===== src/rtl/matvec_seq_engine_if.sv =====
// matvec_seq_engine_if
//   Bundles the start/result handshake and the weight-write port of
//   matvec_seq_engine.
//
//   Handshake: the consumer side drives `mult` to request an operation.
//   The engine raises `valid` when `vec_out`/`sat` hold a complete result
//   and keeps all three stable until it samples `ack` high on a rising
//   edge. `valid` then drops on that same edge. `mult` is only honoured
//   while the engine is idle. `ack` is only honoured while a result is
//   pending.
//
//   Signals (direction seen from the engine, i.e. the slave modport):
//     mult     in   start request
//     vec_in   in   packed input vector, element k at [IN_W*k +: IN_W]
//     ack      in   consumer accepts the pending result
//     valid    out  result available
//     vec_out  out  packed result, element k at [OUT_W*k +: OUT_W]
//     sat      out  at least one element of the result was clamped
//     busy     out  operation in progress or result pending
//     w_we     in   weight write enable
//     w_row    in   weight row index
//     w_col    in   weight column index
//     w_data   in   weight value
interface matvec_seq_engine_if #(
    parameter int N     = 9,
    parameter int IN_W  = 7,
    parameter int OUT_W = 8
);
    localparam int IDX_W = $clog2(N);

    logic                 mult;
    logic [N*IN_W-1:0]    vec_in;
    logic                 ack;
    logic                 valid;
    logic [N*OUT_W-1:0]   vec_out;
    logic                 sat;
    logic                 busy;
    logic                 w_we;
    logic [IDX_W-1:0]     w_row;
    logic [IDX_W-1:0]     w_col;
    logic [IN_W-1:0]      w_data;

    modport master (
        output mult, vec_in, ack, w_we, w_row, w_col, w_data,
        input  valid, vec_out, sat, busy
    );

    modport slave (
        input  mult, vec_in, ack, w_we, w_row, w_col, w_data,
        output valid, vec_out, sat, busy
    );
endinterface


===== src/rtl/matvec_seq_engine.sv =====
// matvec_seq_engine
//   Sequential N x N unsigned matrix-vector multiplier. A run-time writable
//   weight matrix (identity after reset) is multiplied by a latched input
//   vector, one row per clock. Each row sum is clamped to OUT_W bits and a
//   sticky saturation flag records whether any row was clamped. The result
//   is held on a valid/ack handshake (see matvec_seq_engine_if).
//
//   Ports:
//     clk        in   clock, rising edge
//     reset      in   synchronous, active-high
//     bus        slave modport of matvec_seq_engine_if
//     fsm_state  out  current FSM state (IDLE=0, COMPUTE=1, SEND=2)
module matvec_seq_engine #(
    parameter int N     = 9,
    parameter int IN_W  = 7,
    parameter int OUT_W = 8
) (
    input  logic                     clk,
    input  logic                     reset,
    matvec_seq_engine_if.slave       bus,
    output logic [1:0]               fsm_state
);
    localparam int IDX_W = $clog2(N);
    // Worst-case sum is N * (2^IN_W-1)^2, which fits in 2*IN_W + clog2(N).
    localparam int ACC_W = 2*IN_W + IDX_W;

    localparam logic [1:0] IDLE    = 2'd0;
    localparam logic [1:0] COMPUTE = 2'd1;
    localparam logic [1:0] SEND    = 2'd2;

    localparam logic [OUT_W-1:0] OUT_MAX = {OUT_W{1'b1}};

    logic [1:0]            state_q;
    logic [IDX_W-1:0]      row;
    logic [N*IN_W-1:0]     vec_q;
    logic [N*OUT_W-1:0]    out_q;
    logic                  valid_q;
    logic                  busy_q;
    logic                  sat_q;
    logic [IN_W-1:0]       w_mem [N][N];

    logic [ACC_W-1:0]      acc;
    logic                  over;
    logic [OUT_W-1:0]      clamped;
    logic                  w_addr_ok;

    // Indices are compared one bit wider so that N being a power of two
    // does not wrap the bound to zero.
    assign w_addr_ok = ({1'b0, bus.w_row} < (IDX_W+1)'(N)) &&
                       ({1'b0, bus.w_col} < (IDX_W+1)'(N));

    // Dot product of the current row with the latched vector, full width.
    always_comb begin
        acc = '0;
        for (int c = 0; c < N; c++) begin
            acc = acc + (ACC_W'(w_mem[row][c]) * ACC_W'(vec_q[IN_W*c +: IN_W]));
        end
    end

    assign over    = acc > ACC_W'(OUT_MAX);
    assign clamped = over ? OUT_MAX : acc[OUT_W-1:0];

    always_ff @(posedge clk) begin
        if (reset) begin
            state_q <= IDLE;
            row     <= '0;
            vec_q   <= '0;
            out_q   <= '0;
            valid_q <= 1'b0;
            busy_q  <= 1'b0;
            sat_q   <= 1'b0;
            for (int r = 0; r < N; r++) begin
                for (int c = 0; c < N; c++) begin
                    w_mem[r][c] <= (r == c) ? IN_W'(1) : '0;
                end
            end
        end else begin
            // The matrix is frozen outside IDLE. A write in the same cycle
            // as mult lands before the first COMPUTE cycle reads it.
            if (state_q == IDLE && bus.w_we && w_addr_ok) begin
                w_mem[bus.w_row][bus.w_col] <= bus.w_data;
            end

            case (state_q)
                IDLE: begin
                    if (bus.mult) begin
                        vec_q   <= bus.vec_in;
                        sat_q   <= 1'b0;
                        row     <= '0;
                        busy_q  <= 1'b1;
                        state_q <= COMPUTE;
                    end
                end
                COMPUTE: begin
                    out_q[OUT_W*int'(row) +: OUT_W] <= clamped;
                    if (over) begin
                        sat_q <= 1'b1;
                    end
                    if (row == IDX_W'(N-1)) begin
                        valid_q <= 1'b1;
                        state_q <= SEND;
                    end else begin
                        row <= row + 1'b1;
                    end
                end
                SEND: begin
                    // vec_out and sat are deliberately left as-is on ack.
                    if (bus.ack) begin
                        valid_q <= 1'b0;
                        busy_q  <= 1'b0;
                        state_q <= IDLE;
                    end
                end
                default: begin
                    state_q <= IDLE;
                    valid_q <= 1'b0;
                    busy_q  <= 1'b0;
                end
            endcase
        end
    end

    assign bus.valid   = valid_q;
    assign bus.vec_out = out_q;
    assign bus.sat     = sat_q;
    assign bus.busy    = busy_q;
    assign fsm_state   = state_q;
endmodule


===== src/flat_wrapper.sv =====
// flat-port wrapper written by rule: the top's interface ports become plain ports
module matvec_seq_engine_flat 
#(
    parameter int N     = 9,
    parameter int IN_W  = 7,
    parameter int OUT_W = 8
)
  (clk, reset, fsm_state, bus_mult, bus_vec_in, bus_ack, bus_w_we, bus_w_row, bus_w_col, bus_w_data, bus_valid, bus_vec_out, bus_sat, bus_busy);
  matvec_seq_engine_if #(.N(N), .IN_W(IN_W), .OUT_W(OUT_W)) bus_i ();
  input  logic clk;
  input  logic reset;
  output logic [1:0] fsm_state;
  input wire logic [$bits(bus_i.mult)-1:0] bus_mult;
  input wire logic [$bits(bus_i.vec_in)-1:0] bus_vec_in;
  input wire logic [$bits(bus_i.ack)-1:0] bus_ack;
  input wire logic [$bits(bus_i.w_we)-1:0] bus_w_we;
  input wire logic [$bits(bus_i.w_row)-1:0] bus_w_row;
  input wire logic [$bits(bus_i.w_col)-1:0] bus_w_col;
  input wire logic [$bits(bus_i.w_data)-1:0] bus_w_data;
  output wire logic [$bits(bus_i.valid)-1:0] bus_valid;
  output wire logic [$bits(bus_i.vec_out)-1:0] bus_vec_out;
  output wire logic [$bits(bus_i.sat)-1:0] bus_sat;
  output wire logic [$bits(bus_i.busy)-1:0] bus_busy;
  assign bus_i.mult = bus_mult;
  assign bus_i.vec_in = bus_vec_in;
  assign bus_i.ack = bus_ack;
  assign bus_i.w_we = bus_w_we;
  assign bus_i.w_row = bus_w_row;
  assign bus_i.w_col = bus_w_col;
  assign bus_i.w_data = bus_w_data;
  assign bus_valid = bus_i.valid;
  assign bus_vec_out = bus_i.vec_out;
  assign bus_sat = bus_i.sat;
  assign bus_busy = bus_i.busy;
  matvec_seq_engine #(.N(N), .IN_W(IN_W), .OUT_W(OUT_W)) u_core (.clk(clk), .reset(reset), .bus(bus_i), .fsm_state(fsm_state));
endmodule

===== config.mk =====
export PLATFORM = sky130hd
export DESIGN_NAME = matvec_seq_engine_flat
export DESIGN_NICKNAME = d
export VERILOG_FILES = /design/src/rtl/matvec_seq_engine_if.sv /design/src/rtl/matvec_seq_engine.sv /design/src/flat_wrapper.sv
export SDC_FILE = /design/constraint.sdc
export NUM_CORES = 2
export LEC_CHECK = 0
export BUFFER_PORTS_ARGS = -buffer_cell sky130_fd_sc_hd__buf_2
export CORE_MARGIN = 2
export CORE_UTILIZATION = 25
export DETAILED_ROUTE_END_ITERATION = 8
export RECOVER_POWER = 50
export SLEW_MARGIN = 10
export SYNTH_ARGS = -nofsm -noshare
export SYNTH_HDL_FRONTEND = slang
export SYNTH_SLANG_ARGS = --single-unit

===== constraint.sdc =====
create_clock -name clk -period 31 [get_ports clk]
set_input_delay 9.3 -clock clk [delete_from_list [all_inputs] [get_ports clk]]
set_output_delay 9.3 -clock clk [all_outputs]
set_load 0.02 [all_outputs]

======== After elaboration in Yosys (flattened, before gate mapping) ========
Memory sizes are Yosys's and may differ from the RTL's. A register that Yosys moved wholly into a read port is not among the register bits.
Cells that the tools add are included.
operators by class
  add/sub/neg operators ................... 10
  multiply operators ...................... 9
  $lt $le $gt $ge ......................... 5
  equality and inequality tests ........... 8
  shift-type cells ........................ 2
  multiplexer cells ....................... 29
  bitwise gates (word level) .............. 3
  reduce and logical (&&, ||, !) cells .... 13
operators by type and width
  cell                                                        number
  two-way mux 63 bit                                          3
  adder 18 x 14 -> 18 bit                                     7
  multiplier 7 x 7 -> 14 bit                                  9
  bitwise mux 72 bit                                          1
  variable shift 8 x 33 -> 72 bit, first input constant       1
  variable part select 8 x 33 -> 72 bit                       1
  OR reduction 63 bit                                         1
  negator 7 -> 33 bit                                         1
  demux 7 bit (select 4 bit)                                  1
  two-way mux 4 bit                                           5
  > comparator 18 x 8 -> 1 bit, second input constant         1
  adder 14 x 14 -> 15 bit                                     1
  AND reduction 3 bit                                         5
  two-way mux 1 bit                                           9
  less-than comparator 4 bit, second input constant           2
  two-way mux 8 bit                                           1
  case mux 4 bit (2 select lines)                             1
  two-way mux 7 bit                                           1
  two-way mux 2 bit                                           3
  != test 2 bit, second input constant                        3
  case mux 1 bit (3 select lines)                             2
  case mux 2 bit (3 select lines)                             1
  >= comparator 5 bit, second input constant                  1
  less-than comparator 5 x 1 -> 1 bit, second input constant  1
  12 further kinds                                            17
word-level totals
  register bits ........................... 144
  memory bits (writable) .................. 567
  bits of input ports ..................... 83
  output and inout bits ................... 77
  word-level logic and storage cells ...... 87
  memories ................................ 1
memories
  name          words  width  read ports  clocked after Yosys merged registers in  wr ports  RTL line                 source
  u_core.w_mem  9      63     1           1                                        9         matvec_seq_engine.sv:40  logic [IN_W-1:0] w_mem [N][N];

======== Logic depth before layout (Yosys ltp) ========
  word-level depth ........................ 13
  depth in mapped cells ................... 40
  depth with buffers taken out ............ 35

======== Worst setup path after synthesis ========
Ideal clock, no wire load.
  path kind ............................... input-to-reg
  from .................................... input bus_w_row[2]
  to ...................................... memory u_core.w_mem[2][0] in the netlist's numbering, enable pin
  setup time .............................. 0.324 ns
  arrival time ............................ 11.482 ns
  data required time ...................... 30.676 ns
  slack ................................... 19.194 ns
  stages .................................. 10
  path buffers ............................ 2
  path through ............................ o31ai_1 -> nand3_1 -> a211oi_2 -> nor2b_1 -> buf_2 -> nand2b_1 -> clkbuf_1 -> nor2_1 -> nand2_1 -> nand2_1
RTL lines
  what         RTL line                 source
  from (decl)  flat_wrapper.sv:17       input wire logic [$bits(bus_i.w_row)-1:0] bus_w_row;
  to (decl)    matvec_seq_engine.sv:40

==> Flow_metrics.wiki <==
{| class="wikitable"
! Metric !! Value
|-
| Result of the run || complete, but fails checks
|-
| Violated checks || max-capacitance violations, max-slew violations
|-
| Number of setup buffers added after CTS || 0
|-
| Number of nets in the layout || 5,755
|-
| Avg WL per Cell || 18.2 um
|-
| Area of the multi-input gates || 27,500 um^2
|-
| Max Fclk || 66.3 MHz
|-
| Vias per cell || 4.36
|-
| Critical path startpoint || reset
|-
| Launch instance of the worst min-delay path || u_core.bus.valid
|-
| Fraction of registers with async set or reset after synthesis || 0
|-
| Longest Clk Path Bufs || 3
|-
| Clock tree from TritonCTS || done
|-
| Max-Slew Margin vs Limit || -1.59
|-
| Pin count of the biggest net entering global routing || 143
|-
| Count of buffers inserted at the top-level ports || 159
|-
| Overall die area || 251,000 um^2
|-
| Wire length of the first global-routing pass || 233,000 um
|-
| # resized after CTS || 0
|-
| Cts bufs inserted || 119
|-
| Leakage power summed over all cells || 27.3 nW
|-
| H-tree levels || 3
|-
| Max Fanout on Critical Path || 63
|-
| Proportion of layout cells with a drive suffix above 1 || 0.118
|-
| Floorplan die width || 501 um
|-
| Detailed-router iteration count before antenna repair || 6
|-
| Antenna violations before repair || 11
|-
| Wire length after detailed routing || 153,000 um
|-
| Average instance area after synthesis || 13.8 um^2
|-
| Final estimated routing congestion in global placement || 0.864
|-
| GRT Residual Overflow || 0
|-
| Hold-critical path depth || 2
|-
| Final hold violation count || 0
|-
| Share of the clock period used by the worst path || 0.486
|-
| Critical path endpoint category || flop
|-
| Unrepaired setup endpoints after global routing || false
|-
| Number of design rule violations left after detail routing || 0
|-
| Core area || 246,000 um^2
|-
| Worst path required time || 30.76 ns
|-
| Design Area, Final || 71,500 um^2
|-
| CTS Hold Bufs || 0
|-
| Endpoints failing setup || 0
|-
| Data arrival, critical path || 14.84 ns
|-
| Global routing usage summed across all routing layers || 0.122
|-
| Post-route total power || 4.35 mW
|-
| Post-Syn Area || 61,700 um^2
|-
| Number of fill cells in the layout || 25,000
|-
| Pwr dens || 60.8 nW/um^2
|-
| Yosys cell types || 58
|-
| Iter 0 DRT Violations || 3,214
|-
| Proportion of synthesized chip area in sequential cells || 0.539
|-
| Number of rows in the core area || 182
|-
| Total negative setup slack || 0 ns
|-
| Startpoint types || input pin
|-
| Count of boundary I/O pins || 160
|-
| Startpoint-to-endpoint class of the critical path || input pin to flop
|-
| Growth of design area from synthesis to finish || 15.9%
|-
| Number of flops mapped to enable cells by yosys || 1,008
|-
| Root buffer cell || clkbuf_16
|-
| Class of the most critical hold timing path || flop to flop
|-
| Number of clock sinks || 1,156
|-
| Placed instance count || 8,146
|-
| Die Ht || 501 um
|-
| Remaining antenna violation count || 0
|-
| Count of pins over their slew limit || 710
|-
| Final critical-path required period || 15.08 ns
|-
| Final standard cell count with taps included and fillers excluded || 8,368
|-
| Pin slew with the least headroom to its limit || 3.89 ns
|-
| Post-synth top flop || edfxtp_1
|-
| Number of global-route vias before repair || 38,200
|-
| Register clock-pin slew on the reported worst setup and hold paths || 0.06 ns
|-
| YS warnings || 0
|-
| Clock latency on the worst-skew pair || 0.77 ns
|-
| Post-detailed-placement half-perimeter wirelength || 109,000 um
|-
| Number of cell instances on the worst register-to-register path || 35
|-
| Placement Cell Area || 67,900 um^2
|-
| Area of all sequential standard cells || 33,200 um^2
|-
| Synthesized netlist cell count || 4,460
|-
| Post-Route Utilization || 0.291
|-
| Final worst clock skew || 0.0530 ns
|-
| Total number of vias || 36,500
|-
| Highest ir drop seen on vdd || 0.118 mV
|-
| Initial Utilization || 0.251
|-
| Count of state elements after synthesis || 1,156
|-
| Number of max-capacitance violations reported || 14
|}
-- worst max-delay path, stage by stage --
cell and delay (ns):
clkbuf_1 0.73, a211oi_1 0.38, nand2_2 0.15, clkbuf_1 1.44, clkinvlp_2 2.73
-- synth_stat cells, types with 27 or more instances --
library cell	number	area (um^2)
inv_1	522	1960
mux4_2	315	7090
buf_1	69	259
fa_1	397	7950
nand2_1	498	1870
nor2_1	546	2050
edfxtp_1	1008	30300
dfxtp_1	148	2960
a22o_1	64	561
a21oi_1	99	495
and2_1	267	1670
clkbuf_1	102	383
ha_1	228	2850
nand3_1	27	135
-- flip-flops by register name, indices dropped and copies added, names as in the netlist, named ones only --
signal,count
u_core.fsm_state,2
u_core.bus.valid,1
u_core.bus.busy,1
u_core.vec_q,63
u_core.w_mem,1008
u_core.bus.vec_out,72
u_core.bus.sat,1
u_core.row,4
-- metrics by stage --
step           setup slack (ns)  hold WS, ns
5_1_grt                   15.44        0.483
3_3_place_gp              17.36        0.456
2_1_floorplan             19.19        0.481
3_5_place_dp              17.31        0.462
6_report                  15.92        0.466
4_1_cts                   17.92        0.470
-- final timing paths --
path,end,slack (ns)
worst min-delay path,u_core.bus.valid,0.47
worst max register to register,u_core.bus.vec_out[24],17.87
worst min register to register,u_core.bus.valid,0.47
worst max-delay path,u_core.w_mem[9][42],15.92
-- area by class of cell --
cell class              instances  area share
well taps                    3220      0.0564
clock inverters                58     0.00726
diodes                          3    0.000105
flip-flops and latches       1156       0.465
repair buffers                199      0.0134
inverters                     523      0.0275
clock buffers                 161      0.0455
multi-input cells            3048       0.385
-- per-layer routing --
metal	part of all wire	global-route usage
met1	0.41	0.159
met2	0.49	0.208
met3	0.075	0.0227
met4	0.023	0.0325
met5	0.00018	0
-- cell usage in the layout, fill, tap and decap left out, drive strengths merged, types with 10 or more instances in the layout --
master,n
o21a,10
xnor2,12
a21oi,99
nor2,546
dfxtp,148
a22o,64
o21ai,15
mux4,315
and2,267
clkinv,45
buf,102
edfxtp,1008
fa,397
nor2b,13
ha,228
inv,528
nand2,498
nand2b,11
conb,441
clkbuf,258
nor3,22
nand3,27
-- kinds of logic after synthesis --
group / synth area share
AO/OA/AOI/OAI: 0.0244
XOR/XNOR: 0.00298
adder cells (fa/ha/maj): 0.175
buffers and inverters: 0.0424
flip-flops: 0.539
multiplexers: 0.115
other: 0.0000608
AND/OR/NAND/NOR: 0.101
-- power by group --
group          internal, mW  switching [mW]
Combinational         0.477           0.709
Sequential             1.75          0.0310
Clock                 0.771           0.609
Total                  3.00            1.35
Note: power is estimated with default switching activity, not from simulation.
